File: src/rtl/branch_resolve_unit_if.sv
// Interface for the branch resolve unit: the EX-stage operands and flags,
// the redirect handshake towards fetch, the squash controls and the
// performance counters.
interface branch_resolve_unit_if #(
  parameter int CNT_W = 32
);
  logic             ex_valid;
  logic [3:0]       ex_br_type;
  logic             ex_zero;
  logic             ex_sign;
  logic             ex_overflow;
  logic             ex_carry;
  logic [31:0]      ex_pc;
  logic [31:0]      ex_imm;
  logic [31:0]      ex_rs1;
  logic             redirect_ready;
  logic             redirect_valid;
  logic [31:0]      redirect_pc;
  logic             flush_if_id;
  logic             kill_ex;
  logic             misalign_err;
  logic [CNT_W-1:0] br_cnt;
  logic [CNT_W-1:0] taken_cnt;

  // Driver side: EX stage and fetch
  modport master (
    output ex_valid, ex_br_type, ex_zero, ex_sign, ex_overflow, ex_carry,
    output ex_pc, ex_imm, ex_rs1, redirect_ready,
    input  redirect_valid, redirect_pc, flush_if_id, kill_ex, misalign_err,
    input  br_cnt, taken_cnt
  );

  // Resolve-unit side
  modport slave (
    input  ex_valid, ex_br_type, ex_zero, ex_sign, ex_overflow, ex_carry,
    input  ex_pc, ex_imm, ex_rs1, redirect_ready,
    output redirect_valid, redirect_pc, flush_if_id, kill_ex, misalign_err,
    output br_cnt, taken_cnt
  );
endinterface

File: src/rtl/branch_resolve_unit.sv
// Branch resolve unit: evaluates branch/jump outcomes in EX under a static
// predict-not-taken scheme, requests a fetch redirect for taken transfers,
// squashes wrong-path work while the redirect is pending and keeps
// saturating branch/taken counters.
module branch_resolve_unit #(
  parameter int CNT_W = 32
) (
  input  logic                 clk,
  input  logic                 rstn,
  branch_resolve_unit_if.slave bus
);

  typedef enum logic {
    IDLE = 1'b0,
    REQ  = 1'b1
  } state_t;

  state_t           state_q, state_d;
  logic [31:0]      redirect_pc_q, redirect_pc_d;
  logic [CNT_W-1:0] br_cnt_q, br_cnt_d;
  logic [CNT_W-1:0] taken_cnt_q, taken_cnt_d;
  logic             misalign_q, misalign_d;

  logic             is_branch;
  logic             cond;
  logic [31:0]      target;
  logic             resolve;

  function automatic logic [CNT_W-1:0] sat_inc(input logic [CNT_W-1:0] v);
    return (&v) ? v : v + CNT_W'(1);
  endfunction

  // Decode the branch type and evaluate its condition from the ALU flags
  always_comb begin
    is_branch = 1'b0;
    cond      = 1'b0;
    case (bus.ex_br_type)
      4'd1: begin is_branch = 1'b1; cond = bus.ex_zero;                     end
      4'd2: begin is_branch = 1'b1; cond = ~bus.ex_zero;                    end
      4'd3: begin is_branch = 1'b1; cond = bus.ex_sign ^ bus.ex_overflow;   end
      4'd4: begin is_branch = 1'b1; cond = ~(bus.ex_sign ^ bus.ex_overflow); end
      4'd5: begin is_branch = 1'b1; cond = bus.ex_carry;                    end
      4'd6: begin is_branch = 1'b1; cond = ~bus.ex_carry;                   end
      4'd7,
      4'd8: begin is_branch = 1'b1; cond = 1'b1;                            end
      default: begin is_branch = 1'b0; cond = 1'b0;                         end
    endcase
  end

  // Target address: JALR is register-relative with bit 0 cleared
  always_comb begin
    if (bus.ex_br_type == 4'd8) begin
      target = (bus.ex_rs1 + bus.ex_imm) & ~32'h1;
    end else begin
      target = bus.ex_pc + bus.ex_imm;
    end
  end

  // While a redirect is pending the EX slot is wrong-path and is ignored
  assign resolve = (state_q == IDLE) && bus.ex_valid && is_branch;

  // Next-state, redirect target, counter and misalign-pulse logic
  always_comb begin
    state_d       = state_q;
    redirect_pc_d = redirect_pc_q;
    br_cnt_d      = br_cnt_q;
    taken_cnt_d   = taken_cnt_q;
    misalign_d    = 1'b0;
    case (state_q)
      IDLE: begin
        if (resolve) begin
          br_cnt_d = sat_inc(br_cnt_q);
          if (cond) begin
            if (!target[1]) begin
              redirect_pc_d = target;
              taken_cnt_d   = sat_inc(taken_cnt_q);
              state_d       = REQ;
            end else begin
              // Misaligned target: report it, but keep fetching sequentially
              misalign_d = 1'b1;
            end
          end
        end
      end
      REQ: begin
        if (bus.redirect_ready) begin
          state_d = IDLE;
        end
      end
      default: state_d = IDLE;
    endcase
  end

  // State and datapath registers
  always_ff @(posedge clk or negedge rstn) begin
    if (!rstn) begin
      state_q       <= IDLE;
      redirect_pc_q <= 32'h0;
      br_cnt_q      <= '0;
      taken_cnt_q   <= '0;
      misalign_q    <= 1'b0;
    end else begin
      state_q       <= state_d;
      redirect_pc_q <= redirect_pc_d;
      br_cnt_q      <= br_cnt_d;
      taken_cnt_q   <= taken_cnt_d;
      misalign_q    <= misalign_d;
    end
  end

  // Squash controls are a pure function of the registered state
  assign bus.redirect_valid = (state_q == REQ);
  assign bus.flush_if_id    = (state_q == REQ);
  assign bus.kill_ex        = (state_q == REQ);
  assign bus.redirect_pc    = redirect_pc_q;
  assign bus.misalign_err   = misalign_q;
  assign bus.br_cnt         = br_cnt_q;
  assign bus.taken_cnt      = taken_cnt_q;

endmodule
File: src/flat_wrapper.sv
// flat-port wrapper written by rule: the top's interface ports become plain ports
module branch_resolve_unit_flat 
#(
  parameter int CNT_W = 32
)
  (clk, rstn, bus_ex_valid, bus_ex_br_type, bus_ex_zero, bus_ex_sign, bus_ex_overflow, bus_ex_carry, bus_ex_pc, bus_ex_imm, bus_ex_rs1, bus_redirect_ready, bus_redirect_valid, bus_redirect_pc, bus_flush_if_id, bus_kill_ex, bus_misalign_err, bus_br_cnt, bus_taken_cnt);
  branch_resolve_unit_if #(.CNT_W(CNT_W)) bus_i ();
  input  logic clk;
  input  logic rstn;
  input wire logic [$bits(bus_i.ex_valid)-1:0] bus_ex_valid;
  input wire logic [$bits(bus_i.ex_br_type)-1:0] bus_ex_br_type;
  input wire logic [$bits(bus_i.ex_zero)-1:0] bus_ex_zero;
  input wire logic [$bits(bus_i.ex_sign)-1:0] bus_ex_sign;
  input wire logic [$bits(bus_i.ex_overflow)-1:0] bus_ex_overflow;
  input wire logic [$bits(bus_i.ex_carry)-1:0] bus_ex_carry;
  input wire logic [$bits(bus_i.ex_pc)-1:0] bus_ex_pc;
  input wire logic [$bits(bus_i.ex_imm)-1:0] bus_ex_imm;
  input wire logic [$bits(bus_i.ex_rs1)-1:0] bus_ex_rs1;
  input wire logic [$bits(bus_i.redirect_ready)-1:0] bus_redirect_ready;
  output wire logic [$bits(bus_i.redirect_valid)-1:0] bus_redirect_valid;
  output wire logic [$bits(bus_i.redirect_pc)-1:0] bus_redirect_pc;
  output wire logic [$bits(bus_i.flush_if_id)-1:0] bus_flush_if_id;
  output wire logic [$bits(bus_i.kill_ex)-1:0] bus_kill_ex;
  output wire logic [$bits(bus_i.misalign_err)-1:0] bus_misalign_err;
  output wire logic [$bits(bus_i.br_cnt)-1:0] bus_br_cnt;
  output wire logic [$bits(bus_i.taken_cnt)-1:0] bus_taken_cnt;
  assign bus_i.ex_valid = bus_ex_valid;
  assign bus_i.ex_br_type = bus_ex_br_type;
  assign bus_i.ex_zero = bus_ex_zero;
  assign bus_i.ex_sign = bus_ex_sign;
  assign bus_i.ex_overflow = bus_ex_overflow;
  assign bus_i.ex_carry = bus_ex_carry;
  assign bus_i.ex_pc = bus_ex_pc;
  assign bus_i.ex_imm = bus_ex_imm;
  assign bus_i.ex_rs1 = bus_ex_rs1;
  assign bus_i.redirect_ready = bus_redirect_ready;
  assign bus_redirect_valid = bus_i.redirect_valid;
  assign bus_redirect_pc = bus_i.redirect_pc;
  assign bus_flush_if_id = bus_i.flush_if_id;
  assign bus_kill_ex = bus_i.kill_ex;
  assign bus_misalign_err = bus_i.misalign_err;
  assign bus_br_cnt = bus_i.br_cnt;
  assign bus_taken_cnt = bus_i.taken_cnt;
  branch_resolve_unit #(.CNT_W(CNT_W)) u_core (.clk(clk), .rstn(rstn), .bus(bus_i));
endmodule
File: config.mk
export PLATFORM = sky130hd
export DESIGN_NAME = branch_resolve_unit_flat
export DESIGN_NICKNAME = d
export VERILOG_FILES = /design/src/rtl/branch_resolve_unit_if.sv /design/src/rtl/branch_resolve_unit.sv /design/src/flat_wrapper.sv
export SDC_FILE = /design/constraint.sdc
export NUM_CORES = 1
export LEC_CHECK = 0
export CELL_PAD_IN_SITES_DETAIL_PLACEMENT = 1
export CELL_PAD_IN_SITES_GLOBAL_PLACEMENT = 2
export CORE_ASPECT_RATIO = 0.8
export CORE_MARGIN = 2
export CORE_UTILIZATION = 27
export CTS_BUF_LIST = sky130_fd_sc_hd__clkbuf_4
export CTS_CLUSTER_DIAMETER = 100
export DETAILED_ROUTE_END_ITERATION = 10
export PLACE_DENSITY_LB_ADDON = 0.1
export SLEW_MARGIN = 15
export SYNTH_ARGS = -nofsm -noshare
export SYNTH_HDL_FRONTEND = slang
export SYNTH_SLANG_ARGS = --single-unit
File: constraint.sdc
create_clock -name clk -period 2.3 [get_ports clk]
set_input_delay 0.69 -clock clk [delete_from_list [all_inputs] [get_ports clk]]
set_output_delay 0.69 -clock clk [all_outputs]
set_load 0.02 [all_outputs]
== After elaboration in Yosys (flattened, before gate mapping) ==
Cells that the tools add are included.
Operators by class
  $add $sub $neg: 4
  mux-type cells: 12
  equal/unequal tests: 8
  bitwise logic cells: 8
  reductions and logical operators: 9
Operators with widths (number)
  adder 32 x 1 -> 32 bit, second input constant: 2
  adder 32 bit: 2
  AND reduction 32 bit: 2
  2-to-1 mux 32 bit: 1
  == test 4 x 3 -> 1 bit, second input constant: 4
  2-to-1 mux 1 bit: 9
  == test 4 x 2 -> 1 bit, second input constant: 2
  OR reduction 8 bit: 1
  inverter 1 bit: 7
  case mux 1 bit (7 select lines): 1
  AND reduction 5 bit: 1
  == test 4 x 1 -> 1 bit, second input constant: 1
  == test 4 bit, second input constant: 1
  AND reduction 4 bit: 1
  AND reduction 3 bit: 1
  logical AND 1 bit: 2
  case mux 1 bit (2 select lines): 1
  OR reduction 2 bit: 1
  XOR 1 bit: 1
Word-level totals
  flip-flop bits (word level): 97
  output and inout bits: 100

== Logic depth before layout (Yosys ltp) ==
Gate-level depths: netlist (run 1).
  word-level depth: 6
  mapped depth: 12
  gate-level depth less buffers: 12

== Worst setup path before layout (run 1) ==
Ideal clock, no wire load.
  kind: in2reg
  start: in bus_ex_rs1[11]
  end: reg u_core.redirect_pc_q[24], in the netlist u_core.bus.redirect_pc[24]
  setup slack: -0.689 ns
  stages: 10
  arrival time: 2.885 ns
  setup time: 0.104 ns
  cells stage by stage: ha_1 > a21o_1 > a21o_1 > a221o_1 > a31o_2 > a41o_1 > a211o_1 > a21oi_1 > xor2_1 > a221oi_1
Between the ends
  cells in the longest elaborated chain, start to end: 2
RTL lines
  start, declared: line flat_wrapper.sv:18  | input wire logic [$bits(bus_i.ex_rs1)-1:0] bus_ex_rs1;
  adder 32 bit: line branch_resolve_unit.sv:53  | target = (bus.ex_rs1 + bus.ex_imm) & ~32'h1;
  2-to-1 mux 32 bit: line branch_resolve_unit.sv:52  | if (bus.ex_br_type == 4'd8) begin
  end signal, assigned: line branch_resolve_unit.sv:104  | redirect_pc_q <= redirect_pc_d;
  end, declared: line branch_resolve_unit.sv:19  | logic [31:0] redirect_pc_q, redirect_pc_d;
No other way between the ends.
A chain may end at the register's enable or synchronous reset.

== Worst setup path in the final report (run 1) ==
  start: in bus_ex_rs1[17]
  end: reg u_core.redirect_pc_q[29], in the netlist u_core.bus.redirect_pc[29]
Same word-level chain as after synthesis.

==> results of run 1 <==
[timing repair]
item | 4_1_cts | 5_1_grt
endpoints found under the setup margin | 124 | 90
gates cloned | 0 | 1
pin swaps | 105 | 95
setup buffers | 32 | 25
resized for setup | 322 | 141
[layout by cell type, fill, tap and decap left out, types with 21 or more instances in the layout]
master / n
dfrtp_1: 91
a21oi_1: 51
dlymetal6s2s_1: 24
clkdlybuf4s50_1: 79
xnor2_1: 56
ha_4: 38
nand4_1: 21
nand3_1: 24
a21o_1: 27
dlygate4sd2_1: 69
xor2_1: 37
nand2_1: 84
o21ai_0: 22
buf_4: 328
a21oi_2: 24
nor2_1: 48
ha_1: 23
[area by class of cell]
class / count / area share
inverter: 21 / 0.00545
timing repair buffer: 552 / 0.324
sequential: 97 / 0.168
clock buffer: 9 / 0.00467
multi-input combinational: 758 / 0.461
tap: 370 / 0.0320
antenna: 1 / 0.000173
clock inverter: 7 / 0.00424
[registers in the layout, summed over array words and instances (netlist names)]
| signal | flops |
|---|---|
| u_core.bus.br_cnt | 32 |
| u_core.bus.taken_cnt | 32 |
| u_core.bus.redirect_pc | 31 |
| u_core.bus.flush_if_id | 1 |
| u_core.bus.misalign_err | 1 |
[where the power goes]
group	switching, mW	internal [mW]	total [mW]
clock	0.685	0.244	0.930
combinational	2.15	2.17	4.32
sequential	0.253	2.04	2.29
total	3.09	4.45	7.54
[worst min-delay path by stage]
stage | to | from | cells after the start | slack (ns)
2_1_floorplan | u_core.bus.br_cnt[0]$_DFFE_PN0P_ | rstn | 0 | 0.39
3_3_place_gp | u_core.bus.redirect_pc[0]$_DFFE_PN0P_ | u_core.bus.redirect_pc[0]$_DFFE_PN0P_ | 2 | 0.45
3_5_place_dp | u_core.bus.redirect_pc[0]$_DFFE_PN0P_ | u_core.bus.redirect_pc[0]$_DFFE_PN0P_ | 2 | 0.46
4_1_cts | u_core.bus.br_cnt[9]$_DFFE_PN0P_ | rstn | 1 | 0.01
5_1_grt | u_core.bus.br_cnt[9]$_DFFE_PN0P_ | rstn | 1 | 0.01
6_report | u_core.bus.br_cnt[9]$_DFFE_PN0P_ | rstn | 1 | 0.04
[logic make-up (layout without fill, tap and decap cells)]
kind of cell               count (synthesis)  count (layout)  share of synthesized area
and+or+nand+nor                          314             314                      0.203
AOI/OAI and AO/OA                        262             262                      0.222
xor gates and xnor gates                 113             113                      0.128
DFF                                       97              97                      0.313
adders and majority gates                 65              65                      0.107
buffers and inverters                     45             589                     0.0232
muxes                                      3               3                    0.00419
other                                      1               2                   0.000484
[stage by stage]
step	std cells	worst slack (ns)	total power, mW
floorplan	900	-0.484	4.02
global placement	1750	-1.45	6.12
detailed placement	1750	-1.46	6.19
CTS	1790	-0.370	7.37
global route	1815	-0.433	8.01
finish	1815	-0.364	7.54
[layer usage]
layer	up-vias	GRT usage	wire, um	share of wire
met5	-	0	0	0
li1	4378	-	-	-
met4	0	0.0374	248	0.0074
met2	165	0.350	15700	0.47
met1	4347	0.311	16500	0.49
met3	16	0.0223	1030	0.031
==> impl_metrics.csv, run 1 <==
group,metric,value,unit
power,ir_worst_vdd,0.378,mV
power,power_leakage,7.04,nW
yosys,yosysMostFrequentCell,"nand2_1",
placed_design,hpwl,25900,um
worst_setup_path,crit_type,"primary input to flop",
worst_setup_path,r2r_slack,-0.07,ns
worst_setup_path,critPathTopFamily,"compound AO/OA/AOI/OAI gates",
yosys,synthArstFlopShare,1.00,
timing,fmax,375,MHz
placed_design,dpl-instance-area,12700,um^2
yosys,syn_nets,1073,
clock_network,cts.sinks,97,
worst_setup_path,critical_path_buf_inv_count,2,
clock_network,postCtsHoldBufs,0,
global_route,grt_max_degree,36,
timing,setup_ws,-0.364,ns
yosys,synth_top_cell_area_share,0.313,
worst_setup_path,start_kind,"primary input",
placed_design,routabilityCongestion,0.889,
routing,avgViaCountPerCell,4.91,
clock_network,cts.htree.levels,3,
global_route,grt_pass1_wl,51600,um
yosys,syn_area,7750,um^2
clock_network,clockBufferDepth,2,
routing,routed_wl,33500,um
power,power_density,521,nW/um^2
layout,finalInstanceArea,14500,um^2
worst_setup_path,crit_path_start,"bus_ex_rs1[17]",
routing,drcViolationCount,0,
layout,nets,1612,
min_path,hold_path_class,"primary input to async pin",
run,maxCapViolations,0,
timing,finClkSkew,0.0295,ns
yosys,synth_seq_area_share,0.313,
routing,num_vias,8906,
timing,setup_viol,32,
layout,multi_input_area,6670,um^2
worst_setup_path,end_kind,"flop",
worst_setup_path,cp.required,2.68,ns
routing,first_pass_iters,4,
clock_network,root_buffer,"clkbuf_4",
run_status,status,"complete, but fails checks",
run_status,violations,"setup timing",
worst_setup_path,worstPathCellList,"clkdlybuf4s50_1, ha_4, and2_1, nor2b_1, a21o_1, a211oi_2, a21oi_2, a31oi_2, buf_4, o221ai_1, a221o_1",
floorplan,die_y,156,um
layout,fin_util,0.512,
timing,rsz0062_at_grt,"true",
timing,slew_violations,0,
yosys,synth-edff-count,0,
layout,regArea,2430,um^2
placed_design,io_buffers,206,
clock_network,numCtsBuffers,9,
timing,hold_viol,0,
worst_setup_path,reg2reg_depth,10,
timing,period_needed,2.66,ns
yosys,synth_top_cell_by_area,"dfrtp_1",
worst_setup_path,cp_max_fo,3,
worst_setup_path,critical-path-max-stage-delay,0.51,ns
floorplan,io_pins,208,
floorplan,initial_core_util,0.274,
yosys,synth.area.top_cells,"dfrtp_1, ha_1, xnor2_1",
global_route,antenna_found_initial,1,
yosys,ys_ff_latch,97,
clock_network,tritoncts,"built",
worst_setup_path,r2r_start,"u_core.bus.taken_cnt[10]$_DFFE_PN0P_",
floorplan,dieWidth,193,um
layout,n_fill_cell,3231,
clock_network,clock_latency,0.50,ns
floorplan,coreArea,28300,um^2
worst_setup_path,critPathCapture,"u_core.bus.redirect_pc[29]$_DFFE_PN0P_",
layout,layout-drive-gt1-share,0.431,
timing,tns,-5.35,ns
global_route,grt_pass1_vias,9311,
routing,ant_nets,0,
worst_setup_path,cp.depth,11,
floorplan,dieArea,30100,um^2
clock_network,clk_pin_slew,0.19,ns
yosys,synth_commonest_cells,"nand2_1, dfrtp_1, a21oi_1, xnor2_1, ha_1",
global_route,grt_use_total,0.215,
timing,period_share,1.16,
timing,whs,0.0372,ns
routing,wl_per_cell,18.4,um
yosys,synth_cell_types,74,
yosys,ys_warn_count,0,
yosys,synth_flop_cell,"dfrtp_1",
worst_setup_path,arrival,3.05,ns
layout,area_growth,86.6,%
yosys,synth_area_per_cell,8.62,um^2
floorplan,rows,55,
worst_setup_path,cp_slowest_cell,"clkdlybuf4s50_1",
global_route,grt-ovfl-total,0,
worst_setup_path,rr_endpoint,"u_core.bus.taken_cnt[11]$_DFFE_PN0P_",
yosys,synthCells,900,
routing,drt-initial-drc-count,312,
Power figures use the tool's default switching activity.
==> run 2: changes to the inputs <==
--- a/config.mk
+++ b/config.mk
@@ -9,10 +9,11 @@
 export CELL_PAD_IN_SITES_GLOBAL_PLACEMENT = 2
 export CORE_ASPECT_RATIO = 0.8
 export CORE_MARGIN = 2
-export CORE_UTILIZATION = 27
+export CORE_UTILIZATION = 35
 export CTS_BUF_LIST = sky130_fd_sc_hd__clkbuf_4
 export CTS_CLUSTER_DIAMETER = 100
 export DETAILED_ROUTE_END_ITERATION = 10
+export DONT_BUFFER_PORTS = 1
 export PLACE_DENSITY_LB_ADDON = 0.1
 export SLEW_MARGIN = 15
 export SYNTH_ARGS = -nofsm -noshare
==> impl_metrics.csv, run 2 (synthesized netlist as in run 1, its figures left out) <==
group,metric,value,unit
run_status,status,"complete, but fails checks",
run_status,violations,"hold timing, setup timing",
clock_network,numCtsBuffers,9,
power,ir_worst_vdd,0.205,mV
worst_setup_path,rr_endpoint,"u_core.bus.taken_cnt[11]$_DFFE_PN0P_",
worst_setup_path,crit_type,"primary input to flop",
floorplan,coreArea,21700,um^2
timing,setup_ws,-0.245,ns
timing,tns,-2.23,ns
clock_network,clockBufferDepth,2,
layout,layout_commonest_cell,"buf_4",
layout,nets,1338,
layout,area_growth,43.2,%
clock_network,clock_latency,0.49,ns
timing,fmax,393,MHz
layout,fin_util,0.512,
global_route,antenna_found_initial,1,
routing,ant_nets,0,
worst_setup_path,arrival,2.97,ns
timing,period_needed,2.55,ns
worst_setup_path,cp.required,2.72,ns
floorplan,dieArea,23400,um^2
worst_setup_path,cp_max_fo,4,
floorplan,dieWidth,170,um
power,power_density,572,nW/um^2
floorplan,initial_core_util,0.358,
layout,finalNonFillerCells,1471,
timing,hold_viol,97,
global_route,grt_pass1_wl,45900,um
placed_design,routabilityCongestion,0.844,
worst_setup_path,r2r_start,"u_core.bus.taken_cnt[2]$_DFFE_PN0P_",
clock_network,clk_pin_slew,0.18,ns
global_route,grt-ovfl-total,0,
run,maxCapViolations,0,
routing,first_pass_iters,4,
routing,num_vias,7878,
global_route,grt_pass1_vias,8609,
power,power_leakage,5.21,nW
global_route,grt_max_degree,98,
worst_setup_path,reg2reg_depth,10,
layout,final_cell_mix,"buf_4, dfrtp_1, nand2_1",
timing,period_share,1.11,
clock_network,cts.sinks,97,
routing,wl_per_cell,20.1,um
floorplan,die_y,137,um
placed_design,io_buffers,0,
min_path,hold_path_class,"primary input to async pin",
worst_setup_path,end_kind,"flop",
worst_setup_path,start_kind,"primary input",
layout,layout-drive-gt1-share,0.362,
clock_network,tritoncts,"built",
routing,avgViaCountPerCell,5.36,
floorplan,rows,48,
routing,drcViolationCount,0,
clock_network,cts.htree.levels,3,
clock_network,root_buffer,"clkbuf_4",
routing,drt-initial-drc-count,342,
worst_setup_path,r2r_slack,-0.06,ns
timing,whs,-0.143,ns
routing,routed_wl,29600,um
global_route,grt_use_total,0.253,
placed_design,place_inst,1439,
timing,finClkSkew,0.0216,ns
floorplan,io_pins,208,
placed_design,hpwl,24100,um
timing,rsz0062_at_grt,"true",
power,power,6.35,mW
timing,slew_violations,0,
timing,setup_viol,23,
[run 2: routing by layer]
metal | GRT usage | vias up | wire length (um)
met4 | 0.0788 | 0 | 586
met5 | 0 | - | 0
met2 | 0.424 | 192 | 13700
met3 | 0.0656 | 37 | 2050
met1 | 0.321 | 3838 | 13300
li1 | - | 3811 | -
[run 2: area by class of cell]
| class | count | area [um^2] |
|---|---|---|
| Tap cell | 300 | 375 |
| Antenna cell | 1 | 2.50 |
| Sequential cell | 97 | 2430 |
| Clock inverter | 7 | 81.3 |
| Inverter | 21 | 82.6 |
| Fill cell | 2529 | 10600 |
| Clock buffer | 9 | 67.6 |
| Timing Repair Buffer | 278 | 2150 |
| Multi-Input combinational cell | 758 | 5910 |
[run 2: report_power, final]
group,switching [mW],internal (mW),leakage [nW]
clock network,0.686,0.354,0.0836
logic,1.31,1.24,3.85
registers,0.719,2.04,1.27
total,2.72,3.63,5.21
[run 2: worst max-delay path, cell delays in order]
cell	delay (ns)
ha_4	0.26
a211oi_4	0.07
o21a_1	0.24
o31a_1	0.32
o41ai_4	0.28
buf_4	0.20
a41oi_4	0.12
buf_6	0.16
o21ai_4	0.13
xor2_1	0.23
o22ai_1	0.12
a21oi_1	0.15
[run 2: per-stage QoR]
stage                     worst slack, ns  instance area (um^2)
after CTS                          -0.175                 10800
final                              -0.245                 11100
after global placement             -0.835                 10300
after detailed placement           -0.963                 10300
after global routing               -0.309                 11100
after floorplan                    -0.484                  7990
[run 2: how the worst max path moves through the flow]
stage                    from                                     end  slack (ns)  cells after the start
2_1_floorplan  bus_ex_rs1[11]  u_core.bus.redirect_pc[24]$_DFFE_PN0P_       -0.48                     10
3_3_place_gp    bus_ex_rs1[1]  u_core.bus.redirect_pc[29]$_DFFE_PN0P_       -0.84                     10
3_5_place_dp    bus_ex_rs1[1]  u_core.bus.redirect_pc[29]$_DFFE_PN0P_       -0.96                     10
4_1_cts        bus_ex_rs1[11]  u_core.bus.redirect_pc[30]$_DFFE_PN0P_       -0.18                     11
5_1_grt         bus_ex_imm[0]  u_core.bus.redirect_pc[30]$_DFFE_PN0P_       -0.31                     13
6_report        bus_ex_imm[1]  u_core.bus.redirect_pc[25]$_DFFE_PN0P_       -0.25                     12
[run 2: what timing repair did]
action / 4_1_cts / 5_1_grt
buffers inserted: 10 / 7
gates resized for setup: 48 / 57
endpoints found under the hold margin: 97 / 97
pin swaps: 31 / 51
endpoints found under the setup margin: 21 / 47
gates cloned: 0 / 0
